### src/rtl/pc_sequencer.sv
// Program-counter sequencer: BOOT/RUN/HALT control with branch, stall and halt handling.
// Define RET_STACK_EN to add the 4-entry return-address stack used by call/ret.
module pc_sequencer (
    input  logic       clk,
    input  logic       rst,
    input  logic       stall,
    input  logic       br_taken,
    input  logic [9:0] br_target,
    input  logic       call,
    input  logic       ret,
    input  logic       halt,
    input  logic       resume,
    output logic [9:0] pc,
    output logic       pc_valid,
    output logic       halted,
    output logic       stack_err
);
    typedef enum logic [1:0] {BOOT, RUN, HALT} state_t;

    state_t     state_q, state_d;
    logic [9:0] pc_q, pc_d, pc_inc;
    logic       advance;

    assign pc_inc  = pc_q + 10'd1;
    assign advance = (state_q == RUN) && !halt && !stall;
    assign pc      = pc_q;

    always_ff @(posedge clk) begin
        if (rst) state_q <= BOOT;
        else     state_q <= state_d;
    end

    always_comb begin
        state_d = state_q;
        case (state_q)
            BOOT:    state_d = RUN;
            RUN:     if (halt) state_d = HALT;
            HALT:    if (resume) state_d = RUN;
            default: state_d = BOOT;
        endcase
    end

    always_comb begin
        pc_valid = (state_q == RUN);
        halted   = (state_q == HALT);
    end

`ifdef RET_STACK_EN
    logic [3:0][9:0] stk_q, stk_d;
    logic [2:0]      sp_q, sp_d;
    logic            err_q, err_d;

    always_comb begin
        pc_d  = pc_q;
        stk_d = stk_q;
        sp_d  = sp_q;
        err_d = err_q;
        if (advance) begin
            if (call && ret) begin
                pc_d  = pc_inc;
                err_d = 1'b1;
            end else if (ret) begin
                if (sp_q == 3'd0) begin
                    pc_d  = pc_inc;
                    err_d = 1'b1;
                end else begin
                    pc_d = stk_q[sp_q[1:0] - 2'd1];
                    sp_d = sp_q - 3'd1;
                end
            end else if (call) begin
                // A full stack still takes the jump; only the push is lost.
                pc_d = br_target;
                if (sp_q == 3'd4) begin
                    err_d = 1'b1;
                end else begin
                    stk_d[sp_q[1:0]] = pc_inc;
                    sp_d             = sp_q + 3'd1;
                end
            end else if (br_taken) begin
                pc_d = br_target;
            end else begin
                pc_d = pc_inc;
            end
        end
    end

    always_ff @(posedge clk) begin
        if (rst) begin
            pc_q  <= '0;
            stk_q <= '0;
            sp_q  <= '0;
            err_q <= 1'b0;
        end else begin
            pc_q  <= pc_d;
            stk_q <= stk_d;
            sp_q  <= sp_d;
            err_q <= err_d;
        end
    end

    assign stack_err = err_q;
`else
    // Without the stack, a lone call/ret is transparent; call+ret together just increments.
    always_comb begin
        pc_d = pc_q;
        if (advance) begin
            if (call && ret)   pc_d = pc_inc;
            else if (br_taken) pc_d = br_target;
            else               pc_d = pc_inc;
        end
    end

    always_ff @(posedge clk) begin
        if (rst) pc_q <= '0;
        else     pc_q <= pc_d;
    end

    assign stack_err = 1'b0;
`endif
endmodule

### config.mk
export PLATFORM = sky130hd
export DESIGN_NAME = pc_sequencer
export DESIGN_NICKNAME = d
export VERILOG_FILES = /design/src/rtl/pc_sequencer.sv
export SDC_FILE = /design/constraint.sdc
export NUM_CORES = 1
export LEC_CHECK = 0
export CAP_MARGIN = 20
export CORE_MARGIN = 3
export CORE_UTILIZATION = 40
export CTS_BUF_LIST = sky130_fd_sc_hd__clkbuf_8
export DETAILED_ROUTE_END_ITERATION = 8
export GPL_TIMING_DRIVEN = 0
export PLACE_DENSITY = 0.76
export SETUP_SLACK_MARGIN = 0.1
export SYNTH_ARGS = -nofsm -noshare
export SYNTH_HDL_FRONTEND = slang
export SYNTH_SLANG_ARGS = --single-unit
export TNS_END_PERCENT = 1
### constraint.sdc
create_clock -name clk -period 2.1 [get_ports clk]
set_clock_uncertainty 0.1 [all_clocks]
set_input_delay 0.63 -clock clk [delete_from_list [all_inputs] [get_ports clk]]
set_output_delay 0.63 -clock clk [all_outputs]
set_load 0.03 [all_outputs]
======== Word-level counts from Yosys, hierarchy flattened ========
Cells that the tools add are included.
cells by class
  $add $sub $neg .......................... 1
  equality and inequality tests ........... 4
  mux-type cells .......................... 5
  reduce and logical (&&, ||, !) cells .... 7
operator list
  cell                   number
  $mux 10                2
  $add 10x1->10 const B  1
  $pmux 2 s3             1
  $mux 2                 2
  $ne 2x2->1 const B     2
  $logic_and 1x1->1      3
  $eq 2x1->1 const B     1
  $eq 2x2->1 const B     1
  $logic_not 1->1        2
  $logic_not 2->1        1
  $reduce_and 2->1       1
word-level totals
  flip-flop bits (word level) ............. 12
  input port bits ......................... 18
  output and inout bits ................... 13

======== Longest topological paths before layout ========
  word-level depth ........................ 3
  gate-level depth with buffers ........... 5
  mapped depth without buffers ............ 5

======== Worst setup path after synthesis ========
No wires, ideal clock.
  path kind ............................... input -> register
  from .................................... input halt
  to ...................................... register pc_q[8], in the netlist pc[8]
  arrival time ............................ 1728 ps
  setup slack ............................. 192 ps
  stages .................................. 5
  path through ............................ or4b_1 -> buf_6 -> nor4_4 -> nor3_1 -> a211oi_2
between the ends
  cells in the longest elaborated chain, start to end .. 3
RTL lines
  item                            RTL line  RTL
  start: declaration              11        input logic halt,
  $logic_not 1->1                 25        assign advance = (state_q == RUN) && !halt && !stall;
  $logic_and 1x1->1 (2 in a row)  25
  end signal: assignment          115       else pc_q <= pc_d;
  end: declaration                21        logic [9:0] pc_q, pc_d, pc_inc;
Every way passes these cells.
A chain may end at the register's enable or synchronous reset.

======== Worst setup path in the final report ========
  from .................................... register state_q[1]
  to ...................................... output halted
between the ends
  cells in the longest elaborated chain, start to end .. 1
RTL lines
  item                      RTL line  RTL
  start: declaration        20        state_t state_q, state_d;
  start signal: assignment  30        else state_q <= state_d;
  $eq 2x2->1                45        halted = (state_q == HALT);
  end: declaration          15        output logic halted,
Every way passes these cells.

==> reports/qor.txt <==
Synth warnings: 0
sequential share of the synthesized area: 0.3238
Multi-input gate area: 481.7 µm²
share of cells above drive strength 1: 0.1538
slowest cell on the critical path: dfxtp_1
fillcell total: 140
Layout area overhead: 55.48%
TritonCTS clock tree: built
largest net degree at the start of global routing: 11
CTS Hold Bufs: 0
Max-cap violations: 0
Num CTS Buffers: 3
CTS clk-pin slew, worst paths: 0.05 ns
Mapped Cells: 95
Distinct cells, synth: 37
non-filler instance count after layout: 154
DRT antenna net count: 0
Post-Route Setup TNS: 0 ns
die area: 0.002408 mm²
DRT iter0 DRCs: 18
Final period util: 0.9654
register area: 240.2 µm²
leakage power: 0.4795 nW
mapped cell area: 742.0 µm²
CP Max Fanout: 5
total track usage: 0.1731
die extent in y: 49.07 µm
Final Routed Wirelength: 2133 µm
HP Class: register to register
CTS HTree Levels: 1
nets: 150
Hold Vio Cnt, Final: 0
root buffer cell: clkbuf_8
syn_nets: 114
row cnt: 14
CP Capture Type: output pin
Final Setup Violations: 0
Yosys reg bits: 12
P per Cell Area: 550.8 mW/mm²
CP Cell Sequence: inv_1 > nor2_1 > clkdlybuf4s15_1
grt ovf: 0
initial antenna violation count: 0
routed vias/inst: 5.571
Tmin final: 2.027 ns
CTS Sinks: 12
Inst Count DP: 148
Hold Path Stages: 2
total iterations of the first detailed-routing run: 4
Worst R2R Path Depth: 5
Crit path required time: 1.37 ns
worst path arrival time: 1.30 ns
Fmax: 493.3 MHz
CTS Buffer Depth: 2
Routed wire per std cell: 13.85 µm
status: completed
Starting Density: 0.4555
Top Ports: 31
number of global-route vias before repair: 779
Final GP Congestion: 0.7593
Remaining DRCs: 0
detailed-placement wirelength estimate: 1508 µm
Via Count: 858
die width: 49.07 µm
Port Buf Inserts: 29
Mapped Avg Cell Area: 7.810 µm²
crit path kind: register to output pin
clock latency on the worst-skew pair: 0.25 ns
RSZ-0062 raised after global routing: true
Pwr Total: 635.4 µW
VDD IR max: 0.4513 mV
first-pass GRT wire length: 3394 µm
Worst setup SP type: register
# diodes: 0
Slew Limit Fails: 0
core area: 0.001629 mm²
crit-path max cell delay: 0.40 ns
-- final cells by class --
class,count,share of cell area
plain buffers,5,0.03362
clock buffers,4,0.04772
inverters,3,0.009761
multi-input cells,75,0.4176
flip-flops and latches,12,0.2082
well taps,24,0.02603
repair buffers,31,0.2570
-- worst paths after layout --
kind | slack [ns] | from | end
worst max-delay path | 0.07 | state_q[1] | halted
worst min-delay path | 0.43 | pc[5] | pc[5]
worst max register to register | 0.31 | pc[0] | pc[8]
worst min register to register | 0.43 | pc[5] | pc[5]
-- cells by family after synthesis --
logic type               after synthesis  share of synthesized area
buffers and inverters                  8                    0.06576
other                                  1                   0.005054
AO/OA/AOI/OAI                         33                     0.2816
flip-flops                            12                     0.3238
AND/OR/NAND/NOR                       40                     0.3069
adder cells (fa/ha/maj)                1                    0.01686
-- routing by layer --
metal  routed length (µm)  track usage  up-vias
met3                  131      0.04587        2
met5                    0            0        -
met1                  911       0.2063      405
met2                 1083       0.3036       28
li1                     -            -      423
met4                    7      0.04265        0
-- flip-flops by register name (all words and copies together), names as in the netlist --
| register | count |
|---|---|
| pc | 10 |
| state_q | 2 |
-- critical path, delay by kind of cell (launching register included) --
family                 cells  cell delay [ns]
and+or+nand+nor            1             0.17
buffers and inverters      2             0.49
DFF                        1             0.40
-- power breakdown --
group,total (mW),switching [mW],internal (mW)
sequential,0.247,0.0110,0.236
combinational,0.127,0.0625,0.0644
clock,0.262,0.0956,0.166
-- synthesized netlist by cell type (all sizes together) --
cell     count  share of area
or4b         1          0.013
a211oi       2          0.027
a21bo        1          0.013
a22oi        1          0.010
and3         1         0.0084
a31oi        1         0.0084
nand2        8          0.040
o21ai       11          0.074
nand4        1         0.0084
o311a        1          0.013
and2b        1          0.012
inv          3          0.015
o31ai        1          0.010
a211o        1          0.012
or3          1         0.0084
conb         1         0.0051
a21oi       10          0.067
a221oi       1          0.012
nor3         6          0.040
and2         4          0.034
buf          4          0.046
nor2         7          0.035
dfxtp       12           0.32
a311oi       1          0.012
nor3b        1          0.010
a21boi       1          0.010
nor4         3          0.046
clkbuf       1         0.0051
nand2b       1         0.0084
or4          1          0.010
a2bb2oi      1          0.012
nand3        3          0.020
nor4b        1          0.012
ha           1          0.017
-- stage by stage --
step                      cell area, µm²  setup slack [ns]  hold slack (ns)  utilization
after floorplan                    742.0            0.1922           0.4241            -
after global placement              1062           -0.5236           0.4216       0.6521
after detailed placement            1062           -0.5378           0.4260       0.6521
after CTS                           1119          -0.02901           0.4321       0.6866
after global routing                1154          -0.01194           0.4738       0.7081
final                               1154           0.07267           0.4251       0.7081
-- cells in the final DEF, fill, tap and decap left out, types with 2 or more instances in the layout --
cell	instances
a21oi_1	10
and2_1	4
buf_4	5
clkbuf_8	4
clkdlybuf4s50_1	15
dfxtp_1	12
dlygate4sd2_1	11
dlymetal6s2s_1	2
inv_1	3
nand2_1	8
nand3_1	3
nor2_1	6
nor3_1	5
nor4_1	2
o21ai_0	11
-- timing repair --
item / in CTS / in global routing
gates cloned: 0 / 0
setup buffers: 0 / 2
gates resized for setup: 17 / 5
pin swaps: 1 / 0
endpoints found under the setup margin: 22 / 12
Note: power is estimated with default switching activity, not from simulation.
==> variant: new RTL, config.mk and constraints unchanged <==
The 3 states of `state_t` get a one-hot encoding in 3 bits.
--- a/src/rtl/pc_sequencer.sv
+++ b/src/rtl/pc_sequencer.sv
@@ -15,7 +15,7 @@
     output logic       halted,
     output logic       stack_err
 );
-    typedef enum logic [1:0] {BOOT, RUN, HALT} state_t;
+    typedef enum logic [2:0] {BOOT = 3'b001, RUN = 3'b010, HALT = 3'b100} state_t;
 
     state_t     state_q, state_d;
     logic [9:0] pc_q, pc_d, pc_inc;
Behaviour: same outputs for any inputs over 10 cycles, from zero or initial values and one cycle with rst high; not proved beyond that.
==> variant against the unedited design <==
- core utilization is 6.6 points lower
- worst hold slack worse by 0.0028 ns
- synthesized area up 7.4%
- via count is 4.3% higher
- highest routed layer unchanged
- global-route usage up 0.93 points
- wire length is 0.75% lower
- sequential cell count grew 1
- critical path depth rose by 2
- combinational power fell by 8%
- final area grew 0.22%
- worst setup slack better by 0.058 ns
- power is 4.5% lower
==> variant: results (changes against the unedited design) <==
- Top post-synthesis cells by area: dfxtp_1, a21oi_1, o21ai_0 (was dfxtp_1, o21ai_0, a21oi_1)
- FFs w/ async S/R, synth: 0% (unchanged)
- Worst-path maximum fanout: 9 (was 5)
- Post-synthesis net count: 123 (was 114)
- Area after DPL: 0.00112 sq mm (was 0.00106 sq mm)
- Flop2flop setup slack: 0.47 ns (was 0.31 ns)
- Vias in the first global route: 822 (was 779)
- Largest delay contributor family on the critical path: simple AND/OR/NAND/NOR gates (was buffers and inverters)
- Slowest-stage cell, CP: clkdlybuf4s50_1 (was dfxtp_1)
- Final period utilization: 93.8% (was 96.5%)
- Clk pwr share: 36.8% (was 41.2%)
- GR met2 Demand/Resource: 32.2% (was 30.4%)
- Clock transition at path regs: 0.06 ns
- Post-layout net count: 157 (was 150)
- Tot Pwr: 0.607 mW (was 0.635 mW)
- Share of cells above drive strength 1: 11.7% (was 15.4%)
- R2R cell count: 4 (was 5)
- Dpl hpwl: 1.55 mm (was 1.51 mm)
- Post-synth top cells: dfxtp_1, a21oi_1, o21ai_0 (was dfxtp_1, o21ai_0, a21oi_1)
- Clock buffer count from CTS: 3 (unchanged)
- # resized after CTS: 18 (was 17)
- Unique masters post-synth: 37 (unchanged)
- Met1 Use GR: 20.7% (was 20.6%)
- Crit path from: halt (was state_q[1])
- Reg-to-Reg Start: pc[0] (unchanged)
- Setup crit end: pc[9] (was halted)
- Place WS: -0.370 ns (was -0.538 ns)
- Leak: 0.454 nW (was 0.479 nW)
- Final wirelength: 2.12 mm (was 2.13 mm)
- Max rail drop VDD: 0.000521 V (was 0.000451 V)
- Vias: 895 (was 858)
- Synth Area in Adders: 1.57% (was 1.69%)
- Mux contribution to synthesized area: 0% (unchanged)
- Hold Crit Start: pc[8] (was pc[5])
- Sequential area share after synthesis: 32.7% (was 32.4%)
- Met3 WL: 166 um (was 131 um)
- Sw frac: 26.6% (about the same)
- Met3 Usage GRT: 5.93% (was 4.59%)
- WL met2: 1.05 mm (was 1.08 mm)
- Post-Synth XOR/XNOR Area: 0% (unchanged)
- Complex-gate fraction of the synthesized area: 26.5% (was 28.2%)
- Wire length on met1: 883 um (was 911 um)
- Worst min path class: flip-flop to flip-flop (unchanged)
- Status: completed (unchanged)
- First-pass GRT wire length: 3.58 mm (was 3.39 mm)
- Largest net degree at the start of global routing: 11 (unchanged)
- Total GRT Usage: 18.2% (was 17.3%)
- Placer Congestion: 0.850 (was 0.759)
- Crit path largest cell delay: 0.46 ns (was 0.40 ns)
- CP Data Arrival Time: 2.04 ns (was 1.30 ns)
- Hold Path Depth: 2 (unchanged)
- Hold Path Sink: pc[8] (was pc[5])
- Comb pwr: 0.117 mW (was 0.127 mW)
- Drt first-iter violations: 22 (was 18)
## variant: cell count changes in the layout (fill, tap and decap cells not counted), moves of 3 or more
| cell | unedited run | this run |
|---|---|---|
| nand2b_1 | 1 | 4 |
| buf_2 | 0 | 3 |
| nor2b_1 | 0 | 3 |
| clkdlybuf4s50_1 | 15 | 18 |
## variant: cell type report
type | count | area, sq um
well taps | 25 | 31.3
multi-input cells | 81 | 493
flip-flops and latches | 13 | 260
fillers | 179 | 646
plain buffers | 6 | 36.3
inverters | 4 | 15.0
clock buffers | 3 | 41.3
repair buffers | 29 | 275
clock inverters | 1 | 3.75
## variant: cell families (layout without fill, tap and decap cells)
family,Yosys count,in the layout
compound gates,35,35
fa+ha+maj,1,1
buf+inv,10,43
flops,13,13
other cells,1,1
simple gates,44,44
## variant: per-stage QoR
stage	hold WS (ns)	instances	setup TNS, ns
after floorplan	0.440	104	0
after global placement	0.399	158	-3.02
after detailed placement	0.413	158	-3.17
after CTS	0.421	162	0
after global routing	0.442	162	0
final	0.422	162	0
